--- src/rtl/gsim_sched.sv ---
// -----------------------------------------------------------------------------
// gsim_sched -- command scheduler for a 16x16 Gauss-Seidel solver.
//
// For every sweep (N_ITER sweeps per solve) and every row, the scheduler
// first issues one MAC command per off-diagonal column. The first of these
// commands carries o_acc_clr. It then issues one UPD command that writes
// X[row] back. The datapath accepts each command with a ready/valid handshake.
//
// Parameters
//   N_ITER        sweeps per solve, 1..16
// Ports
//   i_clk         clock, rising edge
//   i_reset       asynchronous active-high reset
//   i_module_en   solve request level, held by the host until o_done
//   o_busy        solve in progress (ACC or UPD)
//   o_done        solve finished, held until i_module_en falls
//   o_mac_valid   MAC command A[o_row][o_col]*X[o_col] is valid
//   i_mac_ready   datapath accepts the MAC command
//   o_acc_clr     with o_mac_valid: load the product instead of adding it
//   o_upd_valid   request update of X[o_row]
//   i_upd_ready   datapath accepts the update
//   o_row/o_col   current matrix indices
//   o_iter        current sweep index
// -----------------------------------------------------------------------------
module gsim_sched #(
   parameter int N_ITER = 16
) (
   input  logic       i_clk,
   input  logic       i_reset,
   input  logic       i_module_en,
   output logic       o_busy,
   output logic       o_done,
   output logic       o_mac_valid,
   input  logic       i_mac_ready,
   output logic       o_acc_clr,
   output logic       o_upd_valid,
   input  logic       i_upd_ready,
   output logic [3:0] o_row,
   output logic [3:0] o_col,
   output logic [3:0] o_iter
);

   typedef enum logic [1:0] {
      IDLE = 2'd0,
      ACC  = 2'd1,
      UPD  = 2'd2,
      HOLD = 2'd3
   } state_t;

   localparam logic [3:0] LAST_ITER = 4'(N_ITER - 1);

   state_t     state_q, state_d;
   logic [3:0] row_q, row_d;
   logic [3:0] col_q, col_d;
   logic [3:0] iter_q, iter_d;
   logic       done_q, done_d;

   logic [3:0] col_inc;
   logic [3:0] col_next;
   logic [3:0] first_col;
   logic       last_col;

   // Column walk skips the diagonal. Row 0 starts at column 1. Row 15 ends at
   // column 14.
   assign col_inc   = col_q + 4'd1;
   assign col_next  = (col_inc == row_q) ? (col_q + 4'd2) : col_inc;
   assign first_col = (row_q == 4'd0) ? 4'd1 : 4'd0;
   assign last_col  = (row_q == 4'd15) ? (col_q == 4'd14) : (col_q == 4'd15);

   always_comb begin
      state_d = state_q;
      row_d   = row_q;
      col_d   = col_q;
      iter_d  = iter_q;
      done_d  = done_q;
      case (state_q)
         IDLE: begin
            if (i_module_en) begin
               state_d = ACC;
               row_d   = 4'd0;
               col_d   = 4'd1;
               iter_d  = 4'd0;
               done_d  = 1'b0;
            end
         end
         ACC: begin
            if (i_mac_ready) begin
               if (last_col) begin
                  // Column is held so the UPD command still names the row's
                  // final column.
                  state_d = UPD;
               end else begin
                  col_d = col_next;
               end
            end
         end
         UPD: begin
            if (i_upd_ready) begin
               if (row_q != 4'd15) begin
                  // Every row after row 0 begins at column 0.
                  row_d   = row_q + 4'd1;
                  col_d   = 4'd0;
                  state_d = ACC;
               end else if (iter_q != LAST_ITER) begin
                  iter_d  = iter_q + 4'd1;
                  row_d   = 4'd0;
                  col_d   = 4'd1;
                  state_d = ACC;
               end else begin
                  state_d = HOLD;
                  done_d  = 1'b1;
               end
            end
         end
         HOLD: begin
            // A request that dropped mid-solve releases HOLD on the first
            // cycle.
            if (!i_module_en) begin
               state_d = IDLE;
               done_d  = 1'b0;
            end
         end
         default: begin
            state_d = IDLE;
            done_d  = 1'b0;
         end
      endcase
   end

   always_ff @(posedge i_clk or posedge i_reset) begin
      if (i_reset) begin
         state_q <= IDLE;
         row_q   <= 4'd0;
         col_q   <= 4'd0;
         iter_q  <= 4'd0;
         done_q  <= 1'b0;
      end else begin
         state_q <= state_d;
         row_q   <= row_d;
         col_q   <= col_d;
         iter_q  <= iter_d;
         done_q  <= done_d;
      end
   end

   // All outputs come straight from registered state. They cannot change
   // while a command is stalled.
   assign o_busy      = (state_q == ACC) || (state_q == UPD);
   assign o_done      = done_q;
   assign o_mac_valid = (state_q == ACC);
   assign o_acc_clr   = (state_q == ACC) && (col_q == first_col);
   assign o_upd_valid = (state_q == UPD);
   assign o_row       = row_q;
   assign o_col       = col_q;
   assign o_iter      = iter_q;

endmodule

--- config.mk ---
export PLATFORM = sky130hd
export DESIGN_NAME = gsim_sched
export DESIGN_NICKNAME = d
export VERILOG_FILES = /design/src/rtl/gsim_sched.sv
export SDC_FILE = /design/constraint.sdc
export NUM_CORES = 1
export LEC_CHECK = 0
export CAP_MARGIN = 20
export CORE_MARGIN = 8
export CORE_UTILIZATION = 47
export DETAILED_ROUTE_END_ITERATION = 8
export HOLD_SLACK_MARGIN = 0.03
export MAX_ROUTING_LAYER = met4
export PLACE_DENSITY = 0.83
export SLEW_MARGIN = 20
export SYNTH_ARGS = -nofsm -noshare
export SYNTH_HDL_FRONTEND = slang
export SYNTH_SLANG_ARGS = --single-unit
--- constraint.sdc ---
create_clock -name i_clk -period 1.8 [get_ports i_clk]
set_input_delay 0.27 -clock i_clk [delete_from_list [all_inputs] [get_ports i_clk]]
set_output_delay 0.27 -clock i_clk [all_outputs]
set_load 0.005 [all_outputs]
# After elaboration in Yosys (flattened, before gate mapping)
# Cells that the tools add are included.
dict set report op_classes {
  n_addsub 4
  n_bitwise 0
  n_div 0
  order_cmp 0
  shifts 0
  multipliers 0
  n_reduce_logical 12
  n_eq_ne 20
  muxes 33
}
# operator n
set op_table {}
lappend op_table {{4-bit two-way mux} 14}
lappend op_table {{4-bit case mux with 2 select lines} 2}
lappend op_table {{2-bit two-way mux} 7}
lappend op_table {{4-bit by 1-bit adder with 4-bit output (second input constant)} 3}
lappend op_table {{4-bit equality test (second input constant)} 3}
lappend op_table {{4-bit case mux with 3 select lines} 1}
lappend op_table {{6-bit AND reduction} 2}
lappend op_table {{2-bit inequality test (second input constant)} 5}
lappend op_table {{5-bit AND reduction} 2}
lappend op_table {{2-bit by 1-bit inequality test with 1-bit output (second input constant)} 4}
lappend op_table {{4-bit inequality test (second input constant)} 2}
lappend op_table {{2-bit case mux with 4 select lines} 1}
lappend op_table {{1-bit two-way mux} 7}
lappend op_table {{3-bit nonzero test} 2}
lappend op_table {{4-bit by 2-bit adder with 4-bit output (second input constant)} 1}
lappend op_table {{2-bit equality test (second input constant)} 2}
lappend op_table {{4-bit by 1-bit equality test with 1-bit output} 1}
lappend op_table {{4-bit equality test} 1}
lappend op_table {{4-bit logical NOT} 1}
lappend op_table {{4-bit AND reduction} 1}
lappend op_table {{3-bit by 1-bit inequality test with 1-bit output (second input constant)} 1}
lappend op_table {{1-bit case mux with 3 select lines} 1}
lappend op_table {{2-bit by 1-bit equality test with 1-bit output (second input constant)} 1}
lappend op_table {{2-bit logical NOT} 1}
lappend op_table {{3 further kinds} 3}
dict set report word_totals {
  ramBits 0
  latch_bits 0
  romBits 0
  input_bits 5
  memories 0
  word_cells 74
  output_inout_bits 17
  reg_bits 15
}

# Logic depth before layout (Yosys ltp)
# Gate-level depths: netlist of run 1.
dict set report logic_depth {
  word_depth 6
  mapped_depth 8
  depth_no_buf 7
}

# Worst setup path before layout of run 1
# OpenSTA, ideal clock, no wires.
dict set report synth_timing {
  path_type {flip-flop to flip-flop}
  startpoint {register row_q[1], in the netlist o_row[1]}
  endpoint {register col_q[0], in the netlist o_col[0]}
  stages_incl_launch_ff 6
  path_slack_ns -0.204
  t_arrival_ns 1.878
  path_buffers 0
  period_less_slack_ns 2.004
  required_time_ns 1.674
  setup_time_ns 0.126
  path_cell_list {dfrtp_1 ha_1 and3_4 mux2_4 a211o_4 o32a_1}
}
dict set report synth_between {
  elab_chain_cells 5
  word_cells_on_any_way 13
  classes_between {eq/ne: 5; mux: 7; reduce/logical: 1}
}
# element line_no
set synth_rtl {}
lappend synth_rtl {{start: declaration} 53} ;# logic [3:0] row_q, row_d;
lappend synth_rtl {{start signal: assignment} 139} ;# row_q <= row_d;
lappend synth_rtl {{4-bit equality test} 66} ;# assign col_next = (col_inc == row_q) ? (col_q + 4'd2) : col_inc;
lappend synth_rtl {{4-bit two-way mux} 66}
lappend synth_rtl {{4-bit two-way mux} 88} ;# if (last_col) begin
lappend synth_rtl {{4-bit two-way mux} 87} ;# if (i_mac_ready) begin
lappend synth_rtl {{4-bit case mux with 3 select lines} 76} ;# case (state_q)
lappend synth_rtl {{end signal: assignment} 140} ;# col_q <= col_d;
lappend synth_rtl {{end: declaration} 54} ;# logic [3:0] col_q, col_d;
# Parallel ways exist; a longest one is shown, timed or not. The select of a mux whose other input is x is not followed.
# A chain may end at the register's enable or synchronous reset.

# Worst setup path in the final report of run 1
dict set report layout_timing {
  startpoint {register state_q[1]}
  endpoint {register col_q[0], in the netlist o_col[0]}
}
dict set report layout_between {
  elab_chain_cells 3
  word_cells_on_any_way 11
  classes_between {eq/ne: 7; mux: 1; reduce/logical: 3}
}
# element line_no
set layout_rtl {}
lappend layout_rtl {{start: declaration} 52} ;# state_t state_q, state_d;
lappend layout_rtl {{start signal: assignment} 138} ;# state_q <= state_d;
lappend layout_rtl {{2-bit equality test, or another cell as far along} 76}
lappend layout_rtl {{3-bit by 1-bit inequality test with 1-bit output (no source line), or another cell as far along} -}
lappend layout_rtl {{6-bit AND reduction (no source line)} -}
# Parallel ways exist; a longest one is shown, timed or not.

==> impl_metrics.json, run 1 <==
{
  "p_per_area_nw_per_um2": 1420,
  "critPathRequiredTime_ps": 1980,
  "yosysTopAreaCellShare_pct": 30.3,
  "fillers": 162,
  "holdBufCountCts": 0,
  "synth.most_common_cell": "dfrtp_1",
  "cap_viol_max_count": 0,
  "gp_congestion": 0.999,
  "wl_mm": 4.29,
  "grt_pass1_wl_mm": 6.11,
  "status": "complete, but fails checks",
  "portBuffers": 21,
  "crit_start": "state_q[1]",
  "skew_ps": 1.26,
  "final_nets": 225,
  "hold_viol": 0,
  "post_dp_cell_area_um2": 1770,
  "first_pass_iters": 4,
  "syn-num-nets": 154,
  "ys_seq_area_share_pct": 30.3,
  "antenna_cells": 0,
  "ir_drop_uv": 1330,
  "arrival_ps": 2030,
  "yosys.area.top_type": "dfrtp_1",
  "die_area_um2": 4540,
  "overflow": 0,
  "finalCriticalPeriod_ps": 1860,
  "die_h_um": 67.4,
  "drt_drc_violations_left": 0,
  "area_growth_syn_to_layout_pct": 60.6,
  "worstSetupPathType": "register to register",
  "worst_pin_slew_ps": 636,
  "slew_headroom_pct": 57.6,
  "htreeDepth": 1,
  "track_usage_pct": 17.8,
  "grt_antenna_before_repair": 0,
  "yosysUniqueCellTypes": 49,
  "power_leakage_nw": 0.883,
  "cts.sinks": 15,
  "fmax_mhz": 538,
  "final_max_slew_viol_count": 0,
  "setup_viol": 1,
  "r2r-start": "state_q[1]",
  "fin_area_um2": 1990,
  "synth.avg_cell_area_um2": 8.92,
  "clock_latency_ps": 280,
  "drt_iter0_markers": 95,
  "rows": 18,
  "numCtsBuffers": 3,
  "critical_path.max_fanout": 7,
  "synth_area_um2": 1240,
  "synthCells": 139,
  "ys_warn_count": 0,
  "hp-class": "input pin to async pin",
  "vias": 1414,
  "fin_crit_sh_pct": 103,
  "wire_per_inst_um": 17.9,
  "tns_ps": -57.2,
  "async_reset_ff_share_pct": 100,
  "synth-edff-count": 0,
  "violations": "setup timing",
  "die_w_um": 67.4,
  "hpwlAfterDp_mm": 2.97,
  "yosys-top-cells-count": "dfrtp_1, nand2_1",
  "synth-seq-cells": 15,
  "layout-drive-gt1-share_pct": 41.1,
  "rsz0062_at_grt": "yes",
  "pin_count": 22,
  "setup_slack_ps": -57.2,
  "clkTransAtPathRegs_ps": 100,
  "endpoint_kind": "register",
  "viasPerCell": 5.92,
  "cts_root_buf": "clkbuf_4",
  "core_um2": 2500,
  "start_util_pct": 49.6,
  "ant_nets": 0,
  "grt_max_degree": 16,
  "start_kind": "register",
  "cts_tree": "yes",
  "synth_top_flop_cell": "dfrtp_1",
  "clock_tree.buffer_depth": 2,
  "grt_pass1_vias": 1355,
  "ys_top_cells_by_area": "dfrtp_1, ha_1, nand2_1"
}
## worst max-delay path: stages, from the launching register on
cell	delay [ps]
dfrtp_1	420
buf_6	140
buf_4	130
ha_1	200
nand3b_1	230
a211o_4	340
o32a_1	290
## layout by cell type (no fill, tap or decap), types with 2 or more instances in the layout
cell type / synthesis / layout
o21ai_0: 10 / 6
nand4_1: 3 / 3
and3_4: 1 / 2
a21oi_1: 5 / 5
ha_2: 0 / 3
xor2_1: 3 / 2
ha_1: 10 / 3
o21ai_1: 0 / 4
nand4b_1: 2 / 2
clkbuf_4: 0 / 3
xnor2_1: 4 / 2
buf_4: 1 / 47
nand2b_1: 3 / 3
nand3_1: 10 / 9
nor3_1: 2 / 2
nand2_1: 14 / 13
clkdlybuf4s50_1: 0 / 17
dfrtp_1: 15 / 13
buf_6: 1 / 3
dfrtp_2: 0 / 2
xnor2_2: 0 / 2
clkdlybuf4s15_1: 0 / 2
inv_1: 8 / 5
a31oi_1: 5 / 4
nor2_1: 10 / 9
ha_4: 0 / 4
mux2_4: 1 / 2
inv_2: 0 / 3
## repair_timing
action,in CTS,in global routing
endpoints found under the hold margin,0,0
cloned,0,0
pin swaps,4,10
endpoints found under the setup margin,13,13
buffers inserted,2,9
resized for setup,18,24
## kinds of logic after synthesis
logic type	after synthesis	synth area share, %
buf+inv	13	5.75
simple gates	56	24.2
xor+xnor	8	6.86
fa+ha+maj	10	10.1
mux	2	2.12
flops	15	30.3
compound gates	35	20.7
## report_power, final
group          switching [mW]  total (mW)  internal [mW]  leakage [nW]
logic                    1.03        2.14           1.11         0.671
clock network           0.117       0.203         0.0860        0.0150
registers              0.0864       0.492          0.406         0.197
## sequential cells by signal, indices dropped and copies added, names as in the netlist
signal   flops
o_iter       4
o_done       1
state_q      2
o_col        4
o_row        4
## path summary, 6_finish.rpt
path                        endpoint  slack, ps  depth (start not counted)
max                         o_col[0]        -60                          6
min                        o_iter[3]        390                          2
max reg2reg                 o_col[0]        -60                          6
min reg2reg                o_iter[2]        570                          1
max in group asynchronous   o_row[1]        960                          2
min in group i_clk         o_iter[2]        570                          1
## cell type report
| cell class | count | area, um2 | area share [%] |
|---|---|---|---|
| Clock buffer | 4 | 26.3 | 1.32 |
| Inverter | 8 | 30.0 | 1.51 |
| Multi-Input combinational cell | 111 | 930 | 46.7 |
| Sequential cell | 15 | 378 | 19.0 |
| Tap cell | 30 | 37.5 | 1.88 |
| Timing Repair Buffer | 71 | 591 | 29.6 |
## per-stage QoR
stage | utilization (%) | instances | hold WS [ps] | worst slack, ps | power [mW]
after floorplan | - | 139 | 171 | -38.7 | 1.43
after global placement | 70.8 | 225 | 552 | -63.0 | 2.15
after detailed placement | 70.8 | 225 | 564 | -96.4 | 2.21
after CTS | 74.2 | 231 | 380 | -71.2 | 2.52
after global routing | 79.7 | 239 | 434 | -60.7 | 2.99
final | 79.7 | 239 | 393 | -57.2 | 2.84
## metal layers
layer	vias to the layer above	part of all wire (%)	GRT usage [%]
li1	646	-	-
met1	688	38	19.5
met2	67	53	32.3
met3	13	6.2	1.66
met4	0	2.3	7.05
met5	-	0	-
Note: power is estimated with default switching activity, not from simulation.
==> run 2, diff against run 1 <==
--- a/config.mk
+++ b/config.mk
@@ -5,6 +5,7 @@
 export SDC_FILE = /design/constraint.sdc
 export NUM_CORES = 1
 export LEC_CHECK = 0
+export ABC_CLOCK_PERIOD_IN_PS = 1800
 export CAP_MARGIN = 20
 export CORE_MARGIN = 8
 export CORE_UTILIZATION = 47
@@ -12,7 +13,7 @@
 export HOLD_SLACK_MARGIN = 0.03
 export MAX_ROUTING_LAYER = met4
 export PLACE_DENSITY = 0.83
-export SLEW_MARGIN = 20
+export SLEW_MARGIN = 30
 export SYNTH_ARGS = -nofsm -noshare
 export SYNTH_HDL_FRONTEND = slang
 export SYNTH_SLANG_ARGS = --single-unit
==> results of run 2 <==
The final DEF is identical to that of run 1; final timing and power are the same.
